$ cat config.mk
export PLATFORM = sky130hd
export DESIGN_NAME = jr_fwd_ctrl_flat
export DESIGN_NICKNAME = d
export VERILOG_FILES = /design/src/rtl/jr_fwd_ctrl_if.sv /design/src/rtl/jr_fwd_ctrl.sv /design/src/flat_wrapper.sv
export SDC_FILE = /design/constraint.sdc
export NUM_CORES = 1
export LEC_CHECK = 0
export CAP_MARGIN = 10
export CORE_UTILIZATION = 33
export CTS_CLUSTER_SIZE = 25
export DETAILED_ROUTE_END_ITERATION = 12
export HOLD_SLACK_MARGIN = 0.05
export PLACE_DENSITY_LB_ADDON = 0.05
export RECOVER_POWER = 100
export SLEW_MARGIN = 20
export SYNTH_ARGS = -nofsm -noshare
export SYNTH_HDL_FRONTEND = slang
export SYNTH_SLANG_ARGS = --single-unit
export TNS_END_PERCENT = 5
$ cat constraint.sdc
create_clock -name clk -period 2.6 [get_ports clk]
set_clock_uncertainty 0.15 [all_clocks]
set_input_delay 0.52 -clock clk [delete_from_list [all_inputs] [get_ports clk]]
set_output_delay 0.52 -clock clk [all_outputs]
set_load 0.02 [all_outputs]
$ cat src/rtl/jr_fwd_ctrl_if.sv
// jr_fwd_ctrl_if: ID-stage jr target hazard/forwarding signal bundle
interface jr_fwd_ctrl_if #(parameter int REG_AW = 5);
  logic              freeze;
  logic              id_is_jr;
  logic [REG_AW-1:0] id_rs;
  logic              ex_reg_write;
  logic              ex_mem_read;
  logic [REG_AW-1:0] ex_write_reg;
  logic              mem_reg_write;
  logic              mem_mem_read;
  logic [REG_AW-1:0] mem_write_reg;
  logic              wb_reg_write;
  logic [REG_AW-1:0] wb_write_reg;
  logic [3:0]        fwd_sel;
  logic              stall;
  logic              bubble;
  modport master (
    output freeze, id_is_jr, id_rs, ex_reg_write, ex_mem_read, ex_write_reg,
           mem_reg_write, mem_mem_read, mem_write_reg, wb_reg_write, wb_write_reg,
    input  fwd_sel, stall, bubble
  );
  modport slave (
    input  freeze, id_is_jr, id_rs, ex_reg_write, ex_mem_read, ex_write_reg,
           mem_reg_write, mem_mem_read, mem_write_reg, wb_reg_write, wb_write_reg,
    output fwd_sel, stall, bubble
  );
endinterface

$ cat src/rtl/jr_fwd_ctrl.sv
// jr_fwd_ctrl: jr/jalr target forwarding select and load-use stall FSM.
// Define JR_FWD_PERF_EN to build the stall_cnt performance counter.
module jr_fwd_ctrl #(
  parameter int REG_AW = 5
`ifdef JR_FWD_PERF_EN
  , parameter int PERF_W = 32
`endif
) (
  input logic clk,
  input logic rst_n,
  jr_fwd_ctrl_if.slave bus
`ifdef JR_FWD_PERF_EN
  , output logic [PERF_W-1:0] stall_cnt
`endif
);
  typedef enum logic {IDLE, WAIT} state_t;
  state_t r_state, w_next;
  logic [1:0] r_wcnt, w_wcnt_nx;
  logic [REG_AW-1:0] w_rs;
  logic [3:0] w_sel;
  logic w_vld, w_mex, w_mmem, w_mwb, w_hz_ex, w_hz_mem, w_stall;
  assign w_rs = bus.id_rs;
  assign w_vld = bus.id_is_jr & (|w_rs);
  assign w_mex = w_vld & bus.ex_reg_write & (bus.ex_write_reg == w_rs);
  assign w_mmem = w_vld & bus.mem_reg_write & (bus.mem_write_reg == w_rs);
  assign w_mwb = w_vld & bus.wb_reg_write & (bus.wb_write_reg == w_rs);
  // a non-load EX match supplies the youngest value, so it masks a MEM load
  assign w_hz_ex = w_mex & bus.ex_mem_read;
  assign w_hz_mem = ~w_mex & w_mmem & bus.mem_mem_read;
  always_comb begin
    w_next = r_state;
    w_wcnt_nx = r_wcnt;
    w_stall = 1'b0;
    w_sel = 4'b0001;
    if (r_state == IDLE) begin
      if (w_hz_ex | w_hz_mem) begin
        w_stall = 1'b1;
        w_wcnt_nx = w_hz_ex ? 2'd1 : 2'd0;
        w_next = w_hz_ex ? WAIT : IDLE;
      end else
        w_sel = w_mex ? 4'b0010 : w_mmem ? 4'b0100 : w_mwb ? 4'b1000 : 4'b0001;
    end else if (!bus.id_is_jr) begin
      w_next = IDLE;
      w_wcnt_nx = 2'd0;
    end else begin
      w_stall = 1'b1;
      w_wcnt_nx = (r_wcnt == 2'd0) ? 2'd0 : r_wcnt - 2'd1;
      w_next = (r_wcnt > 2'd1) ? WAIT : IDLE;
    end
  end
  assign bus.fwd_sel = rst_n ? w_sel : 4'b0001;
  assign bus.stall = rst_n & w_stall;
  assign bus.bubble = rst_n & w_stall & ~bus.freeze;
  always_ff @(posedge clk or negedge rst_n) begin
    if (!rst_n) begin
      r_state <= IDLE;
      r_wcnt <= 2'd0;
    end else if (!bus.freeze) begin
      r_state <= w_next;
      r_wcnt <= w_wcnt_nx;
    end
  end
`ifdef JR_FWD_PERF_EN
  always_ff @(posedge clk or negedge rst_n) begin
    if (!rst_n) stall_cnt <= '0;
    else if (!bus.freeze && w_stall) stall_cnt <= stall_cnt + 1'b1;
  end
`endif
endmodule

$ cat src/flat_wrapper.sv
// flat-port wrapper written by rule: the top's interface ports become plain ports
module jr_fwd_ctrl_flat 
#(
  parameter int REG_AW = 5

)
  (clk, rst_n, bus_freeze, bus_id_is_jr, bus_id_rs, bus_ex_reg_write, bus_ex_mem_read, bus_ex_write_reg, bus_mem_reg_write, bus_mem_mem_read, bus_mem_write_reg, bus_wb_reg_write, bus_wb_write_reg, bus_fwd_sel, bus_stall, bus_bubble);
  jr_fwd_ctrl_if #(.REG_AW(REG_AW)) bus_i ();
  input logic clk;
  input logic rst_n;
  input wire logic [$bits(bus_i.freeze)-1:0] bus_freeze;
  input wire logic [$bits(bus_i.id_is_jr)-1:0] bus_id_is_jr;
  input wire logic [$bits(bus_i.id_rs)-1:0] bus_id_rs;
  input wire logic [$bits(bus_i.ex_reg_write)-1:0] bus_ex_reg_write;
  input wire logic [$bits(bus_i.ex_mem_read)-1:0] bus_ex_mem_read;
  input wire logic [$bits(bus_i.ex_write_reg)-1:0] bus_ex_write_reg;
  input wire logic [$bits(bus_i.mem_reg_write)-1:0] bus_mem_reg_write;
  input wire logic [$bits(bus_i.mem_mem_read)-1:0] bus_mem_mem_read;
  input wire logic [$bits(bus_i.mem_write_reg)-1:0] bus_mem_write_reg;
  input wire logic [$bits(bus_i.wb_reg_write)-1:0] bus_wb_reg_write;
  input wire logic [$bits(bus_i.wb_write_reg)-1:0] bus_wb_write_reg;
  output wire logic [$bits(bus_i.fwd_sel)-1:0] bus_fwd_sel;
  output wire logic [$bits(bus_i.stall)-1:0] bus_stall;
  output wire logic [$bits(bus_i.bubble)-1:0] bus_bubble;
  assign bus_i.freeze = bus_freeze;
  assign bus_i.id_is_jr = bus_id_is_jr;
  assign bus_i.id_rs = bus_id_rs;
  assign bus_i.ex_reg_write = bus_ex_reg_write;
  assign bus_i.ex_mem_read = bus_ex_mem_read;
  assign bus_i.ex_write_reg = bus_ex_write_reg;
  assign bus_i.mem_reg_write = bus_mem_reg_write;
  assign bus_i.mem_mem_read = bus_mem_mem_read;
  assign bus_i.mem_write_reg = bus_mem_write_reg;
  assign bus_i.wb_reg_write = bus_wb_reg_write;
  assign bus_i.wb_write_reg = bus_wb_write_reg;
  assign bus_fwd_sel = bus_i.fwd_sel;
  assign bus_stall = bus_i.stall;
  assign bus_bubble = bus_i.bubble;
  jr_fwd_ctrl #(.REG_AW(REG_AW)) u_core (.clk(clk), .rst_n(rst_n), .bus(bus_i));
endmodule
==> impl_metrics.toml, run 1 <==
[cells_and_area]
area.growth.synth_to_final_pct = 117
finalNetCount = 145
antenna-diode-count = 0
final_layout_size_suffix_gt1_frac = 0.443
fillCellCount = 98
final_cell_count_no_fill = 130
fraction_of_the_core_area_covered_by_cells_at_the_end_of_the_flow = 0.792

[grt]
grt_antenna_before_repair = 0
track_usage = 0.250
grt_pass1_vias = 689
grt_first_pass_wirelength_mm = 2.68
pin_count_of_the_biggest_net_entering_global_routing = 8
gr-total-overflow = 0

[cts]
ctsLongestPathBuffers = 2
path_clk_slew_ps = 30
insertion_delay_ps = 240
cts-buffers-inserted = 3
cts_sinks = 3
cts_tree = "done"
htreeDepth = 1
ctsHoldBuffers = 0
cts_root_buf = "clkbuf_4"

[yosys]
yosys_warnings = 0
number_of_flops_mapped_to_enable_cells_by_yosys = 0
yosys-top-cells-count = "xor2_1, xnor2_1, nand2_1, inv_1, dfrtp_1"
synth_seq_cells = 3
postSynth.asyncResetShare = 1.00
syn-instance-count = 57
yosys-top-cells-area = "dfrtp_1, xor2_1, xnor2_1"
post_synth_net_total = 86
synth.largest_area_cell = "dfrtp_1"
top_count_cell_post_synth = "xor2_1"
syn-mean-instance-area_um2 = 8.54
ys.flop_type = "dfrtp_1"
synth.cell_area_um2 = 487
netlist-cell-type-count = 29
netlist.area_leader.share = 0.154
ys_seq_area_frac = 0.154

[pwr]
switching_share = 0.336
power.internal_uw = 187
power.share.combinational = 0.516
p_clk_frac = 0.296
sequentialPowerShare = 0.187
vdd.ir_drop.worst_uv = 169
power_per_cell_area_nw_per_um2 = 266
p_leak_nw = 0.503
net-switching-power_uw = 94.6

[sta]
final.hold.worst_slack_ps = 372
pins_over_slew_limit = 0
tns_ps = -473
achievable-frequency_mhz = 368
max_slew_margin = 0.748
timing_hold_violations_final = 0
max_slew.worst_pin.slew_ps = 372
fin_ws_ps = -116
fin_crit_ps = 2720
post-route-period-util = 1.04
rsz0062_at_grt = "true"
setup_viol = 5

[critical_path]
worst-endpoint-required_ps = 1930
startpoint = "bus_id_rs[2]"
timing.rr.start = "u_core.r_state"
timing.critical_path.from_type = "input pin"
crit_type = "input pin to output pin"
timing.reg2reg.setup_slack_ps = 1320
critical_path_peak_fanout = 5
worstPathArrival_ps = 2050
crit-reg2reg-capture = "u_core.r_wcnt[0]"
cp-end-kind = "output pin"
worstRegToRegCells = 4

[hold_path]
holdPathEnd = "u_core.r_wcnt[1]"
hp-start = "u_core.r_wcnt[1]"
timing.hold.worst_path_depth = 1
worstHoldPathType = "flop to flop"

[floorplan]
io-pin-count = 35
cell_rows = 13
floorplan.die.height_um = 40.4
initial_core_util = 0.365
core_region_area_um2 = 1330
die-area_um2 = 1630
die-width_um = 40.4

[run_status]
outcome = "finished, violations left"
failed_checks = "negative setup slack"

[placed_design]
post-place-cells = 123
io_buffer_count = 34
hpwl_after_dpl_mm = 1.42
final_wtd_congestion = 0.716

[detailed_routing]
detailedRoute.firstIterationViolations = 10
drt_pass1_iterations = 4
wl_per_cell_um = 13.6
drcViolationCount = 0
total_vias_in_the_final_route = 676
finalWirelength_mm = 1.77
via_per_inst = 5.20
detail-route-antenna-nets = 0

[flow_run]
maxCapViolations = 0
## power groups by stage
| stage | combinational (mW) | sequential (mW) | clock, mW |
|---|---|---|---|
| 6_report | 0.145 | 0.0527 | 0.0833 |
| 5_1_grt | 0.155 | 0.0525 | 0.0876 |
| 4_1_cts | 0.140 | 0.0524 | 0.0851 |
| 3_5_place_dp | 0.140 | 0.0530 | 0 |
| 3_3_place_gp | 0.136 | 0.0525 | 0 |
| 2_1_floorplan | 0.0534 | 0.0513 | 0 |
## metrics by stage
step / instance area [um2] / power (mW) / worst slack, ps
5_1_grt: 1060 / 0.296 / -180
6_report: 1060 / 0.281 / -116
3_5_place_dp: 982 / 0.193 / -928
3_3_place_gp: 982 / 0.189 / -891
4_1_cts: 1020 / 0.278 / -128
2_1_floorplan: 492 / 0.105 / -50.3
## kinds of logic (layout without fill, tap and decap cells)
kind of cell    Yosys count  after routing  share of synthesized area
simple gates             20             20                      0.296
xor+xnor                 15             15                      0.270
compound gates           12             12                      0.201
buf+inv                   5             63                     0.0385
flops                     3              3                      0.154
mux                       2              2                     0.0411
## critical path: stages
cell,delay (ps)
buf_6,90
or4_4,530
o21ai_4,180
nand4b_4,190
mux2i_4,270
a21oi_1,90
buf_2,170
## worst max path at each step
stage                                 to  slack (ps)  cells past startpoint
after global placement        bus_bubble        -890                      7
after floorplan           bus_fwd_sel[2]         -50                      5
after CTS                     bus_bubble        -130                      7
final                          bus_stall        -120                      7
after global routing          bus_bubble        -180                      7
after detailed placement      bus_bubble        -930                      7
## placed cells by master (no fill, tap or decap), types with 2 or more instances in the layout
cell / netlist / layout
buf_2: 0 / 4
buf_4: 0 / 24
xor2_1: 8 / 7
clkbuf_1: 1 / 2
clkdlybuf4s50_1: 0 / 11
nor3b_2: 0 / 2
nand2_1: 5 / 4
clkbuf_4: 0 / 3
o31ai_1: 2 / 2
clkbuf_2: 0 / 3
dlygate4sd2_1: 0 / 6
buf_6: 0 / 2
dlymetal6s2s_1: 0 / 3
a31oi_1: 2 / 2
dfrtp_1: 3 / 3
inv_1: 4 / 4
xnor2_1: 7 / 6
## final cells by class
type                            instances  area, um2  share of cell area
Timing Repair Buffer                   55        452               0.428
Clock buffer                            4       26.3              0.0249
Multi-Input combinational cell         49        469               0.444
Inverter                                4       15.0              0.0142
Sequential cell                         3       75.1              0.0711
Tap cell                               15       18.8              0.0178
## registers in the layout, indices dropped and copies added (netlist names)
signal	flops
u_core.r_wcnt	2
u_core.r_state	1
## layer usage
layer | GRT usage | share of wire | vias to the layer above
met2 | 0.504 | 0.56 | 32
met4 | 0.175 | 0.0079 | 0
met5 | 0 | 0 | -
li1 | - | - | 330
met1 | 0.226 | 0.38 | 312
met3 | 0.0167 | 0.050 | 2
## repair_timing
action                     4_1_cts  5_1_grt
pin swaps                       16       10
gates resized for setup         64       15
setup buffers                    2        1
setup endpoints to repair        6        6
hold endpoints to repair         0        0
(Power assumes the default switching activity.)
==> run 2, diff against run 1 <==
GPL_TIMING_DRIVEN = 0   (was default)
clock period = 2.7 ns   (was 2.6 ns; I/O delays follow)
==> impl_metrics.toml, run 2 (same netlist as run 1, synthesis figures left out) <==
[run_status]
outcome = "finished, violations left"
failed_checks = "negative setup slack"

[critical_path]
worstPathArrival_ps = 2150
worst-endpoint-required_ps = 2010
crit_type = "input pin to output pin"
cp-end-kind = "output pin"
timing.critical_path.from_type = "input pin"
cp_slowest_stage_delay_ps = 540
critical_path_peak_fanout = 5
critical-path-slowest-cell = "or4_4"
worstPathBufferInverterCount = 2
ordered_list_of_cells_on_the_worst_path = "buf_8 > or4_4 > o21ai_4 > nand4b_4 > mux2i_4 > a211oi_2 > buf_4"
critPathTopFamily = "simple AND/OR/NAND/NOR gates"

[hold_path]
worstHoldPathType = "flop to flop"

[sta]
fin_crit_ps = 2840
fin_ws_ps = -144
pins_over_slew_limit = 0
tns_ps = -467
max_slew.worst_pin.slew_ps = 371
timing_hold_violations_final = 0
achievable-frequency_mhz = 352
rsz0062_at_grt = "true"
setup_viol = 6
post-route-period-util = 1.05
max_slew_margin = 0.750

[floorplan]
core_region_area_um2 = 1330
floorplan.die.height_um = 40.4
initial_core_util = 0.365
die-width_um = 40.4
io-pin-count = 35
cell_rows = 13
die-area_um2 = 1630

[grt]
track_usage = 0.213
pin_count_of_the_biggest_net_entering_global_routing = 10
grt_first_pass_wirelength_mm = 2.33
gr-total-overflow = 0
grt_pass1_vias = 585
grt_antenna_before_repair = 0

[cts]
cts_sinks = 3
insertion_delay_ps = 230
path_clk_slew_ps = 40
cts_tree = "done"
ctsLongestPathBuffers = 2
cts-buffers-inserted = 3
htreeDepth = 1
cts_root_buf = "clkbuf_4"
ctsHoldBuffers = 0

[placed_design]
final_wtd_congestion = 0.626
place_worst_setup_slack_ps = -1020
io_buffer_count = 34
hpwl_after_dpl_mm = 1.18
place_area_um2 = 851

[cells_and_area]
area.growth.synth_to_final_pct = 103
final_layout_size_suffix_gt1_frac = 0.353
final_design_area_no_fill_um2 = 987
antenna-diode-count = 0
fraction_of_the_core_area_covered_by_cells_at_the_end_of_the_flow = 0.740
register_containing_the_most_flip_flops_in_the_final_layout = "u_core.r_wcnt"
layout_common_cells = "clkdlybuf4s50_1, buf_4, xnor2_1, xor2_1, dlymetal6s2s_1"
largestRegisters = "u_core.r_wcnt (2), u_core.r_state (1)"
finalNetCount = 132
largest_register_ffs = 2

[detailed_routing]
drcViolationCount = 0
detailedRoute.firstIterationViolations = 5
total_vias_in_the_final_route = 640
finalWirelength_mm = 1.70
wl_per_cell_um = 14.5
via_per_inst = 5.47
detail-route-antenna-nets = 0
drt_pass1_iterations = 4

[pwr]
total_power_uw = 254
sequentialPowerShare = 0.194
switching_share = 0.332
p_clk_frac = 0.301
p_leak_nw = 0.460
vdd.ir_drop.worst_uv = 213
power_per_cell_area_nw_per_um2 = 257
power.share.combinational = 0.505
net-switching-power_uw = 84.2
power.internal_uw = 169

[flow_run]
maxCapViolations = 0
run 2: cell count changes in the layout (fill, tap and decap cells not counted), moves of 2 or more:
cell	delta
buf_4	-11
dlygate4sd2_1	-4
dlymetal6s2s_1	+3
buf_2	-2
clkbuf_2	-2
clkdlybuf4s50_1	+2
run 2: metrics by stage:
step / hold slack, ps / cells
2_1_floorplan: 94.4 / 57
3_3_place_gp: 365 / 106
3_5_place_dp: 374 / 106
4_1_cts: 376 / 116
5_1_grt: 401 / 117
6_report: 400 / 117
run 2: path summary, 6_finish.rpt:
kind	from	endpoint	slack (ps)	cells after the start
setup / recovery	bus_id_rs[2]	bus_bubble	-140	7
hold / removal	u_core.r_wcnt[1]	u_core.r_wcnt[1]	400	1
setup reg to reg	u_core.r_state	u_core.r_wcnt[0]	1130	5
hold reg to reg	u_core.r_wcnt[1]	u_core.r_wcnt[1]	400	1
max in group asynchronous	rst_n	u_core.r_state	1790	1
min in group asynchronous	rst_n	u_core.r_wcnt[1]	430	1
run 2: layout make-up:
| cell class | instances | area, um2 |
|---|---|---|
| buffer | 1 | 3.75 |
| clock buffer | 4 | 26.3 |
| fill | 117 | 347 |
| inverter | 4 | 15.0 |
| multi-input combinational | 49 | 467 |
| sequential | 3 | 75.1 |
| tap | 15 | 18.8 |
| timing repair buffer | 41 | 382 |
run 2: per-layer routing:
| layer | share of wire | global-route usage | routed length (um) |
|---|---|---|---|
| met1 | 0.37 | 0.239 | 622 |
| met2 | 0.57 | 0.405 | 961 |
| met3 | 0.063 | 0.0222 | 107 |
| met4 | 0.0059 | 0.0750 | 10 |
| met5 | 0 | 0 | 0 |
run 2: repair_timing:
action	in CTS	in global routing
setup endpoints to repair	6	6
pin swaps	8	10
buffers inserted	6	1
gates resized for setup	65	14
run 2: power groups by stage:
stage / registers, mW / clock network [mW] / logic [mW]
floorplan: 0.0494 / 0 / 0.0514
global placement: 0.0496 / 0 / 0.113
detailed placement: 0.0496 / 0 / 0.115
CTS: 0.0490 / 0.0783 / 0.125
global route: 0.0491 / 0.0845 / 0.137
finish: 0.0491 / 0.0763 / 0.128
run 2: worst reg2reg max path, delay by kind of cell (launching register included):
family | cells | cell delay [ps]
flip-flops | 1 | 310
AO/OA/AOI/OAI | 3 | 520
buffers and inverters | 2 | 460
==> run 3, diff against run 2 <==
SETUP_SLACK_MARGIN = 0.05   (was default)
==> results of run 3 <==
The final DEF is identical to that of run 2; final timing and power are the same.
